### config.mk
export PLATFORM = sky130hd
export DESIGN_NAME = imem_loader
export DESIGN_NICKNAME = d
export VERILOG_FILES = /design/src/rtl/imem_loader_pkg.sv /design/src/rtl/imem_word_packer.sv /design/src/rtl/imem_loader.sv
export SDC_FILE = /design/constraint.sdc
export NUM_CORES = 1
export LEC_CHECK = 0
export BUFFER_PORTS_ARGS = -buffer_cell sky130_fd_sc_hd__buf_2
export CORE_MARGIN = 5
export CORE_UTILIZATION = 56
export CTS_BUF_LIST = sky130_fd_sc_hd__clkbuf_4
export DETAILED_ROUTE_END_ITERATION = 16
export MAX_ROUTING_LAYER = met4
export PLACE_DENSITY = 0.82
export RECOVER_POWER = 25
export SYNTH_ARGS = -nofsm -noshare
export SYNTH_HDL_FRONTEND = slang
export SYNTH_SLANG_ARGS = --single-unit
### constraint.sdc
create_clock -name clk -period 5.8 [get_ports clk]
set_clock_uncertainty 0.15 [all_clocks]
set_input_delay 0.87 -clock clk [delete_from_list [all_inputs] [get_ports clk]]
set_output_delay 0.87 -clock clk [all_outputs]
set_load 0.02 [all_outputs]
### src/rtl/imem_loader_pkg.sv
// Shared types and constants for the instruction-memory boot loader.
package imem_loader_pkg;

    typedef enum logic [1:0] {
        ST_IDLE = 2'd0,
        ST_LOAD = 2'd1,
        ST_DONE = 2'd2
    } state_t;

    localparam int unsigned BYTES_PER_WORD = 4;
    localparam int unsigned ADDR_SHIFT     = 2;
    localparam int unsigned LANE_W         = 2;
    localparam int unsigned WORD_W         = 32;

    // Byte address of a word index.
    function automatic logic [WORD_W-1:0] word_to_addr(input logic [WORD_W-1:0] idx);
        return idx << ADDR_SHIFT;
    endfunction

endpackage

### src/rtl/imem_word_packer.sv
// Packs accepted bytes little-endian into 32-bit words; pulses word_valid
// for one cycle after the fourth byte, with word held until the next one.
module imem_word_packer
    import imem_loader_pkg::*;
(
    input  logic              clk,
    input  logic              rst_n,
    input  logic              clr,
    input  logic              acc,
    input  logic [7:0]        din,
    output logic [LANE_W-1:0] lane,
    output logic [WORD_W-1:0] word,
    output logic              word_valid
);

    localparam logic [LANE_W-1:0] LAST_LANE = LANE_W'(BYTES_PER_WORD - 1);

    logic [7:0] b0, b1, b2;

    // Lane counter, partial-byte holding registers and completed word.
    always_ff @(posedge clk or negedge rst_n) begin
        if (!rst_n) begin
            lane       <= '0;
            b0         <= '0;
            b1         <= '0;
            b2         <= '0;
            word       <= '0;
            word_valid <= 1'b0;
        end else begin
            word_valid <= 1'b0;
            if (clr) begin
                lane <= '0;
            end else if (acc) begin
                case (lane)
                    2'd0: b0 <= din;
                    2'd1: b1 <= din;
                    2'd2: b2 <= din;
                    default: begin
                        word       <= {din, b2, b1, b0};
                        word_valid <= 1'b1;
                    end
                endcase
                lane <= (lane == LAST_LANE) ? '0 : lane + LANE_W'(1);
            end
        end
    end

endmodule

### src/rtl/imem_loader.sv
// Boot-time instruction memory writer: byte stream in, word writes out,
// core held in reset until the whole image has been written.
module imem_loader
    import imem_loader_pkg::*;
#(
    parameter int unsigned DEPTH_WORDS = 1024,
    parameter int unsigned LEN_W       = 16
) (
    input  logic              clk,
    input  logic              rst,
    input  logic              start,
    input  logic [LEN_W-1:0]  len_words,
    input  logic              s_valid,
    input  logic [7:0]        s_data,
    output logic              s_ready,
    output logic              we,
    output logic [31:0]       wa,
    output logic [31:0]       wd,
    output logic              busy,
    output logic              done,
    output logic              err,
    output logic              cpu_rst
);

    localparam int unsigned CNT_W = $clog2(DEPTH_WORDS + 1);
    localparam logic [LANE_W-1:0] LAST_LANE = LANE_W'(BYTES_PER_WORD - 1);

    state_t            state_q, state_d;
    logic [CNT_W-1:0]  len_q, len_d;
    logic [CNT_W-1:0]  wcnt_q, wcnt_d;
    logic [31:0]       wa_d;
    logic              s_ready_d, busy_d, done_d, err_d, cpu_rst_d;

    logic              acc_c;
    logic              last_byte_c;
    logic              clr_c;
    logic              too_long_c;
    logic [LANE_W-1:0] lane;
    logic [WORD_W-1:0] pk_word;
    logic              pk_valid;

    assign acc_c       = s_valid & s_ready;
    assign last_byte_c = acc_c && (lane == LAST_LANE);
    assign too_long_c  = 32'(len_words) > 32'(DEPTH_WORDS);

    // Byte lane assembly; its registered word/strobe are the write port.
    imem_word_packer u_packer (
        .clk        (clk),
        .rst_n      (rst),
        .clr        (clr_c),
        .acc        (acc_c),
        .din        (s_data),
        .lane       (lane),
        .word       (pk_word),
        .word_valid (pk_valid)
    );

    assign we = pk_valid;
    assign wd = pk_word;

    // Next-state and next-output logic.
    always_comb begin
        state_d   = state_q;
        len_d     = len_q;
        wcnt_d    = wcnt_q;
        wa_d      = wa;
        s_ready_d = s_ready;
        busy_d    = busy;
        done_d    = done;
        err_d     = err;
        cpu_rst_d = cpu_rst;
        clr_c     = 1'b0;

        case (state_q)
            ST_IDLE, ST_DONE: begin
                // Release the core one cycle after the last write lands.
                if (state_q == ST_DONE) begin
                    cpu_rst_d = done;
                end
                if (start) begin
                    clr_c     = 1'b1;
                    done_d    = 1'b0;
                    err_d     = 1'b0;
                    cpu_rst_d = 1'b0;
                    if (len_words == '0) begin
                        state_d   = ST_DONE;
                        done_d    = 1'b1;
                        cpu_rst_d = 1'b1;
                    end else if (too_long_c) begin
                        state_d = ST_DONE;
                        err_d   = 1'b1;
                    end else begin
                        state_d   = ST_LOAD;
                        len_d     = CNT_W'(len_words);
                        wcnt_d    = '0;
                        s_ready_d = 1'b1;
                        busy_d    = 1'b1;
                    end
                end
            end
            ST_LOAD: begin
                if (last_byte_c) begin
                    wa_d   = word_to_addr(32'(wcnt_q));
                    wcnt_d = wcnt_q + CNT_W'(1);
                    if (wcnt_q == len_q - CNT_W'(1)) begin
                        state_d   = ST_DONE;
                        s_ready_d = 1'b0;
                        busy_d    = 1'b0;
                        done_d    = 1'b1;
                    end
                end
            end
            default: begin
                state_d   = ST_IDLE;
                s_ready_d = 1'b0;
                busy_d    = 1'b0;
                done_d    = 1'b0;
                err_d     = 1'b0;
                cpu_rst_d = 1'b0;
            end
        endcase
    end

    // State, counters and registered outputs.
    always_ff @(posedge clk or negedge rst) begin
        if (!rst) begin
            state_q <= ST_IDLE;
            len_q   <= '0;
            wcnt_q  <= '0;
            wa      <= '0;
            s_ready <= 1'b0;
            busy    <= 1'b0;
            done    <= 1'b0;
            err     <= 1'b0;
            cpu_rst <= 1'b0;
        end else begin
            state_q <= state_d;
            len_q   <= len_d;
            wcnt_q  <= wcnt_d;
            wa      <= wa_d;
            s_ready <= s_ready_d;
            busy    <= busy_d;
            done    <= done_d;
            err     <= err_d;
            cpu_rst <= cpu_rst_d;
        end
    end

endmodule

==> out/metrics.csv, run 1 <==
stage;metric;value;unit
status;status;finished with violations;
status;violations;max-capacitance violations, max-slew violations;
clock_network;post_cts_buffers;0;
cells_and_area;nets;486;
logic_synthesis;syn_inst;374;
worst_setup_path;reg2reg_from;len_q[0];
power_and_ir_drop;peakVddDrop;0.135;mV
logic_synthesis;netlist_top_cells_area;dfrtp_1, mux2_2, buf_4, xnor2_1, ha_1;
job;cap_violations;1;
drt;ant_nets;0;
sta;fmax;284;MHz
power_and_ir_drop;pwr_density_cell;257;mW/mm2
min_path;hp-start;err;
clock_network;path_clk_slew;0.16;ns
sta;worst_pin_slew;2.27;ns
clock_network;cts_buffers;9;
sta;rsz0062_at_grt;no;
logic_synthesis;avgSynthCellArea;12.3;um2
logic_synthesis;async_flop_share;100;%
floorplanning;die-area;0.0101;mm2
sta;min_period_over_period;60.8;%
logic_synthesis;synthTopCellsByCount;dfrtp_1, mux2_2, nand2_1;
worst_setup_path;cp_top_family;buffers and inverters;
worst_setup_path;r2r-end;busy;
placed_design;dpl.cell_count;545;
floorplanning;die_h;101;um
worst_setup_path;cp_num_buf_inv;2;
logic_synthesis;synth_top_cell_area_share;53.4;%
cells_and_area;num-fill-cells;677;
power_and_ir_drop;netSwitchingPower;0.000373;W
sta;fin_ws;2.27;ns
floorplanning;core_area;0.00809;mm2
placed_design;port_buffers;76;
worst_setup_path;cp_cell_sequence;clkbuf_1 > clkbuf_2;
power_and_ir_drop;p_leak;2.67;nW
power_and_ir_drop;power.share.sequential;58.4;%
min_path;worstHoldPathType;reg -> reg;
worst_setup_path;worstSetupPathType;in -> async;
logic_synthesis;syn_area;0.00459;mm2
worst_setup_path;regToRegSetupSlack;2.91;ns
worst_setup_path;slowest_delay;1.59;ns
clock_network;clk_latency;0.45;ns
logic_synthesis;synth_top_flop_cell;dfrtp_1;
worst_setup_path;cp.arrival;3.74;ns
drt;drcViolationCount;0;
floorplanning;row_count;33;
logic_synthesis;seq_area_frac_synth;53.4;%
placed_design;gp_congestion;0.892;
clock_network;tritoncts;yes;
logic_synthesis;yosysWarningCount;0;
cells_and_area;fin_cells;561;
sta;period_needed;3.53;ns
power_and_ir_drop;comb_power_share;12.4;%
floorplanning;die_w;101;um
global_routing;grt_pass1_wl;15100;um
logic_synthesis;synth_seq_cells;98;
global_routing;antenna_found_initial;0;
sta;maxSlewHeadroom;-51.2;%
min_path;hold_depth;2;
sta;final_hold_viol_count;0;
worst_setup_path;worst_ep_required_time;6.01;ns
clock_network;cts.sinks;98;
worst_setup_path;startpoint_type;input pin;
worst_setup_path;cp-end-kind;async pin;
clock_network;ctsRootBufferMaster;clkbuf_4;
cells_and_area;final_core_util;63.3;%
clock_network;h-tree-depth;3;
logic_synthesis;synth_edf_count;0;
logic_synthesis;yosysMostFrequentCell;dfrtp_1;
worst_setup_path;crit_fanout;56;
sta;slew_violations;44;
floorplanning;io_pins;98;
power_and_ir_drop;swShare;28.3;%
global_routing;grt_max_degree;57;
power_and_ir_drop;p_clk_share;29.2;%
global_routing;grt_pass1_vias;3151;
floorplanning;start_util;56.8;%
power_and_ir_drop;intPower;0.000946;W
clock_network;postCtsHoldBufs;0;
clock_network;cts_max_path_buffers;2;
cells_and_area;area_growth;11.6;%
logic_synthesis;synth_cell_types;52;
logic_synthesis;yosysTopAreaCell;dfrtp_1;
cells_and_area;seq_area;0.00245;mm2
drt;wirelength;8940;um
global_routing;gr-total-overflow;0;
drt;vias_per_cell;5.54;
placed_design;place_hpwl;6570;um
min_path;hold_end;err;
global_routing;grt_use_total;19.2;%
cells_and_area;antennaDiodeCount;0;
worst_setup_path;cpMaxStageDelayCell;clkbuf_1;
cells_and_area;layout-drive-gt1-share;39.0;%
clock_network;cts.repair.resized;0;
drt;via_count;3109;
drt;wire_per_inst;15.9;um
drt;drt_iter0_drc;98;
cells_and_area;multi_input_area;0.00194;mm2
placed_design;dp_slack;2.66;ns
drt;drt_first_pass_iters;4;
sta;finalSetupViolations;0;
sta;final.setup.tns;0;ns
worst_setup_path;r2r_cells;8;
-- metal layers --
| layer | global-route usage (%) | vias to the layer above | part of all wire, % |
|---|---|---|---|
| li1 | - | 1451 | - |
| met1 | 24.5 | 1558 | 43 |
| met2 | 30.5 | 88 | 49 |
| met3 | 3.81 | 12 | 6.3 |
| met4 | 7.46 | 0 | 1.4 |
| met5 | - | - | 0 |
-- per-stage QoR --
| step | power, W | hold slack, ns | instance area, um2 |
|---|---|---|---|
| 3_5_place_dp | 0.000948 | 0.317 | 4980 |
| 5_1_grt | 0.00138 | 0.387 | 5130 |
| 3_3_place_gp | 0.000935 | 0.314 | 4980 |
| 4_1_cts | 0.00133 | 0.235 | 5130 |
| 6_report | 0.00132 | 0.348 | 5130 |
| 2_1_floorplan | 0.000901 | 0.325 | 4670 |
-- layout by cell type (no fill, tap or decap), drive strengths merged, types with 4 or more instances in the layout --
master	n
nand3	14
a21oi	12
nand2	23
conb	21
nor4	5
or3	7
o31ai	4
inv	14
clkbuf	11
buf	78
dfrtp	98
o21ai	12
nor3	6
ha	7
mux2	76
nor2	9
xnor2	12
-- worst max path at each step --
stage / start / endpoint / slack [ns] / depth (start not counted)
3_3_place_gp: len_words[11] / len_q[7] / 2.81 / 6
3_5_place_dp: len_words[11] / len_q[3] / 2.66 / 6
5_1_grt: rst / wcnt_q[10] / 1.53 / 2
6_report: rst / wcnt_q[7] / 2.27 / 2
4_1_cts: len_q[0] / busy / 2.91 / 8
2_1_floorplan: len_words[3] / len_q[10] / 3.17 / 7
-- sequential cells by signal, summed over array words and instances (netlist names), 2 cells and up --
register       cells
u_packer.b1        8
u_packer.word     32
state_q            2
len_q             11
wcnt_q            11
u_packer.b2        8
u_packer.lane      2
wa                11
u_packer.b0        8
-- area by class of cell --
type | count | share of cell area [%]
clock buffer | 9 | 1.32
clock inverter | 7 | 1.64
inverter | 11 | 0.805
multi-input combinational | 251 | 37.9
sequential | 98 | 47.8
tap | 105 | 2.56
timing repair buffer | 80 | 7.93
-- worst reg2reg max path, delay by kind of cell, from the launching register on --
family                   cells  cell delay (ns)
XOR/XNOR                     1             0.17
flip-flops                   1             0.44
AND/OR/NAND/NOR              2             0.99
AO/OA/AOI/OAI                3             0.58
buffers and inverters        1             0.09
adder cells (fa/ha/maj)      1             0.39
-- cells by family after synthesis --
logic type	count (synthesis)	synth area share, %
AO/OA/AOI/OAI	51	7.60
XOR/XNOR	15	2.86
adder cells (fa/ha/maj)	7	1.91
buffers and inverters	45	5.94
flip-flops	98	53.4
multiplexers	77	19.1
other	1	0.0816
AND/OR/NAND/NOR	80	9.13
-- power groups by stage --
| stage | combinational, W | clock [W] | sequential (W) |
|---|---|---|---|
| 2_1_floorplan | 0.000129 | 0 | 0.000772 |
| 3_3_place_gp | 0.000158 | 0 | 0.000778 |
| 3_5_place_dp | 0.000166 | 0 | 0.000783 |
| 4_1_cts | 0.000166 | 0.000392 | 0.000769 |
| 5_1_grt | 0.000186 | 0.000420 | 0.000777 |
| 6_report | 0.000164 | 0.000385 | 0.000770 |
(Power assumes the default switching activity.)
==> inputs of run 2 (changes only) <==
ABC_AREA = 1   (was unset)
PLACE_DENSITY = 0.81   (was 0.82)
clock period = 3.5 ns   (was 5.8 ns; I/O delays follow)
==> out/metrics.csv, run 2 <==
stage;metric;value;unit
status;status;complete, no violations;
drt;ant_nets;0;
placed_design;placed_cell_area;0.00511;mm2
logic_synthesis;yosysWarningCount;0;
floorplanning;die_w;102;um
clock_network;ctsRootBufferMaster;clkbuf_4;
placed_design;place_hpwl;7400;um
logic_synthesis;synth_cell_types;32;
floorplanning;start_util;57.5;%
power_and_ir_drop;intPower;0.00133;W
power_and_ir_drop;pwr_density_cell;348;mW/mm2
drt;via_count;3914;
clock_network;cts_max_path_buffers;2;
cells_and_area;regMostFlops;u_packer.word;
floorplanning;io_pins;98;
worst_setup_path;cp-end-kind;flip-flop;
logic_synthesis;syn_area;0.00475;mm2
worst_setup_path;cp_cell_sequence;inv_1 > ha_1 > inv_1 > nor2_1 > nand3_1 > nor3_1 > nor2_1 > nor2_1 > nand3_1 > nand2_2 > nand2_1 > nand2_1 > nand2_1;
clock_network;cts_buffers;9;
logic_synthesis;syn_inst;589;
clock_network;clk_latency;0.48;ns
power_and_ir_drop;swShare;27.6;%
power_and_ir_drop;p_leak;3.09;nW
worst_setup_path;crit_fanout;5;
worst_setup_path;startpoint_type;flip-flop;
job;cap_violations;0;
logic_synthesis;yosysMostFrequentCell;nand2_1;
logic_synthesis;synth_top_cell_area_share;51.6;%
logic_synthesis;avgSynthCellArea;8.06;um2
min_path;hp-start;len_words[8];
global_routing;grt_max_degree;99;
sta;final_hold_viol_count;0;
global_routing;antenna_found_initial;1;
power_and_ir_drop;power.share.sequential;62.0;%
sta;fmax;452;MHz
sta;period_needed;2.21;ns
worst_setup_path;r2r-end;busy;
logic_synthesis;async_flop_share;100;%
floorplanning;die-area;0.0104;mm2
clock_network;cts.sinks;98;
sta;finalSetupViolations;0;
cells_and_area;layout-drive-gt1-share;16.5;%
drt;wirelength;10100;um
placed_design;port_buffers;76;
drt;wire_per_inst;13.1;um
worst_setup_path;worst_ep_required_time;3.71;ns
worst_setup_path;critPathCapture;busy;
sta;final.setup.tns;0;ns
logic_synthesis;netlist_top_cells_area;dfrtp_1, nand2_1, o21ai_0, inv_1, nor2_1;
worst_setup_path;reg2reg_from;len_q[0];
power_and_ir_drop;p_clk_share;33.6;%
cells_and_area;finish.instance_area;0.00527;mm2
sta;rsz0062_at_grt;no;
min_path;hold_depth;3;
global_routing;grt_pass1_vias;3640;
cells_and_area;largest_reg_flops;32;
floorplanning;core_area;0.00826;mm2
worst_setup_path;cp_top_family;simple AND/OR/NAND/NOR gates;
global_routing;grt_pass1_wl;16800;um
clock_network;tritoncts;yes;
clock_network;h-tree-depth;3;
power_and_ir_drop;peakVddDrop;0.178;mV
drt;drcViolationCount;0;
floorplanning;row_count;33;
logic_synthesis;synth_edf_count;0;
worst_setup_path;slowest_delay;0.46;ns
worst_setup_path;worstSetupPathType;reg -> reg;
logic_synthesis;seq_area_frac_synth;51.6;%
cells_and_area;final_core_util;63.8;%
worst_setup_path;r2r_cells;13;
sta;maxSlewHeadroom;57.5;%
placed_design;dpl.cell_count;754;
drt;vias_per_cell;5.07;
worst_setup_path;regToRegSetupSlack;1.29;ns
min_path;worstHoldPathType;in -> reg;
power_and_ir_drop;netSwitchingPower;0.000505;W
logic_synthesis;yosysTopAreaCell;dfrtp_1;
sta;min_period_over_period;63.2;%
logic_synthesis;synthTopCellsByCount;nand2_1, dfrtp_1, inv_1;
cells_and_area;fin_cells;772;
global_routing;grt_use_total;20.8;%
power_and_ir_drop;comb_power_share;4.4;%
worst_setup_path;crit_start;len_q[0];
global_routing;gr-total-overflow;0;
worst_setup_path;cp.arrival;2.43;ns
power_and_ir_drop;p_total;0.00183;W
cells_and_area;nets;696;
floorplanning;die_h;102;um
cells_and_area;final_common_cell;nand2_1;
cells_and_area;area_growth;11.0;%
sta;worst_pin_slew;0.636;ns
sta;slew_violations;0;
clock_network;post_cts_buffers;0;
drt;drt_iter0_drc;264;
placed_design;gp_congestion;0.905;
worst_setup_path;cpMaxStageDelayCell;dfrtp_1;
logic_synthesis;synth_top_flop_cell;dfrtp_1;
worst_setup_path;worst-path-stages;13;
cells_and_area;num-fill-cells;701;
worst_setup_path;cp_num_buf_inv;2;
logic_synthesis;synth_seq_cells;98;
drt;drt_first_pass_iters;4;
cells_and_area;layout_common_cells;nand2_1, dfrtp_1, buf_2;
clock_network;path_clk_slew;0.16;ns
[run 2: cell count changes after synthesis, moves of 7 or more]
| cell | delta |
|---|---|
| nand3_1 | +18 |
| o21ai_0 | +37 |
| inv_1 | +38 |
| nand2_1 | +203 |
| nor2_1 | +36 |
| xnor2_1 | -11 |
| or3_1 | -7 |
| a21oi_1 | -10 |
| mux2_2 | -73 |
[run 2: cells by family after synthesis]
family                   share of synthesized area, %
AO/OA/AOI/OAI                                    7.33
buffers and inverters                            9.41
AND/OR/NAND/NOR                                  28.0
adder cells (fa/ha/maj)                          1.84
other                                          0.0790
XOR/XNOR                                         1.66
flip-flops                                       51.6
[run 2: worst min path at each step]
stage | slack [ns] | end
4_1_cts | 0.13 | len_q[8]
2_1_floorplan | 0.08 | busy
3_3_place_gp | 0.30 | u_packer.word[21]
5_1_grt | 0.14 | len_q[3]
3_5_place_dp | 0.31 | u_packer.word[14]
6_report | 0.16 | len_q[8]
[run 2: worst min-delay path, cell delays in order]
cell	delay [ns]
buf_2	0.09
nand3_1	0.06
nand2_1	0.06
[run 2: cell type report]
cell class | instances | area [um2] | area share [%]
antenna | 1 | 2.50 | 0.0475
clock inverter | 7 | 81.3 | 1.54
timing repair buffer | 79 | 417 | 7.90
tap | 105 | 131 | 2.49
multi-input combinational | 421 | 1920 | 36.5
clock buffer | 9 | 67.6 | 1.28
inverter | 52 | 195 | 3.70
sequential | 98 | 2450 | 46.5
[run 2: through the flow]
step | setup slack (ns) | hold WS, ns
after floorplan | 1.64 | 0.0794
after CTS | 1.31 | 0.133
after global routing | 1.04 | 0.145
final | 1.29 | 0.156
after global placement | 1.16 | 0.298
after detailed placement | 1.10 | 0.308
[run 2: timing repair]
item	4_1_cts	5_1_grt
endpoints found under the hold margin	98	0
endpoints found under the setup margin	0	0
gates resized for setup	0	0
hold buffers	1	0
[run 2: metal layers]
metal	global-route usage [%]	routed length, um	up-vias
li1	-	-	1940
met1	29.1	4620	1838
met2	31.3	4710	127
met3	3.21	648	9
met4	7.16	127	0
met5	-	0	-
[run 2: power groups by stage]
stage	clock, W	combinational [W]	sequential [W]
4_1_cts	0.000625	0.0000828	0.00114
6_report	0.000615	0.0000808	0.00114
3_3_place_gp	0	0.0000798	0.00116
3_5_place_dp	0	0.0000818	0.00116
5_1_grt	0.000673	0.0000920	0.00114
2_1_floorplan	0	0.0000500	0.00116
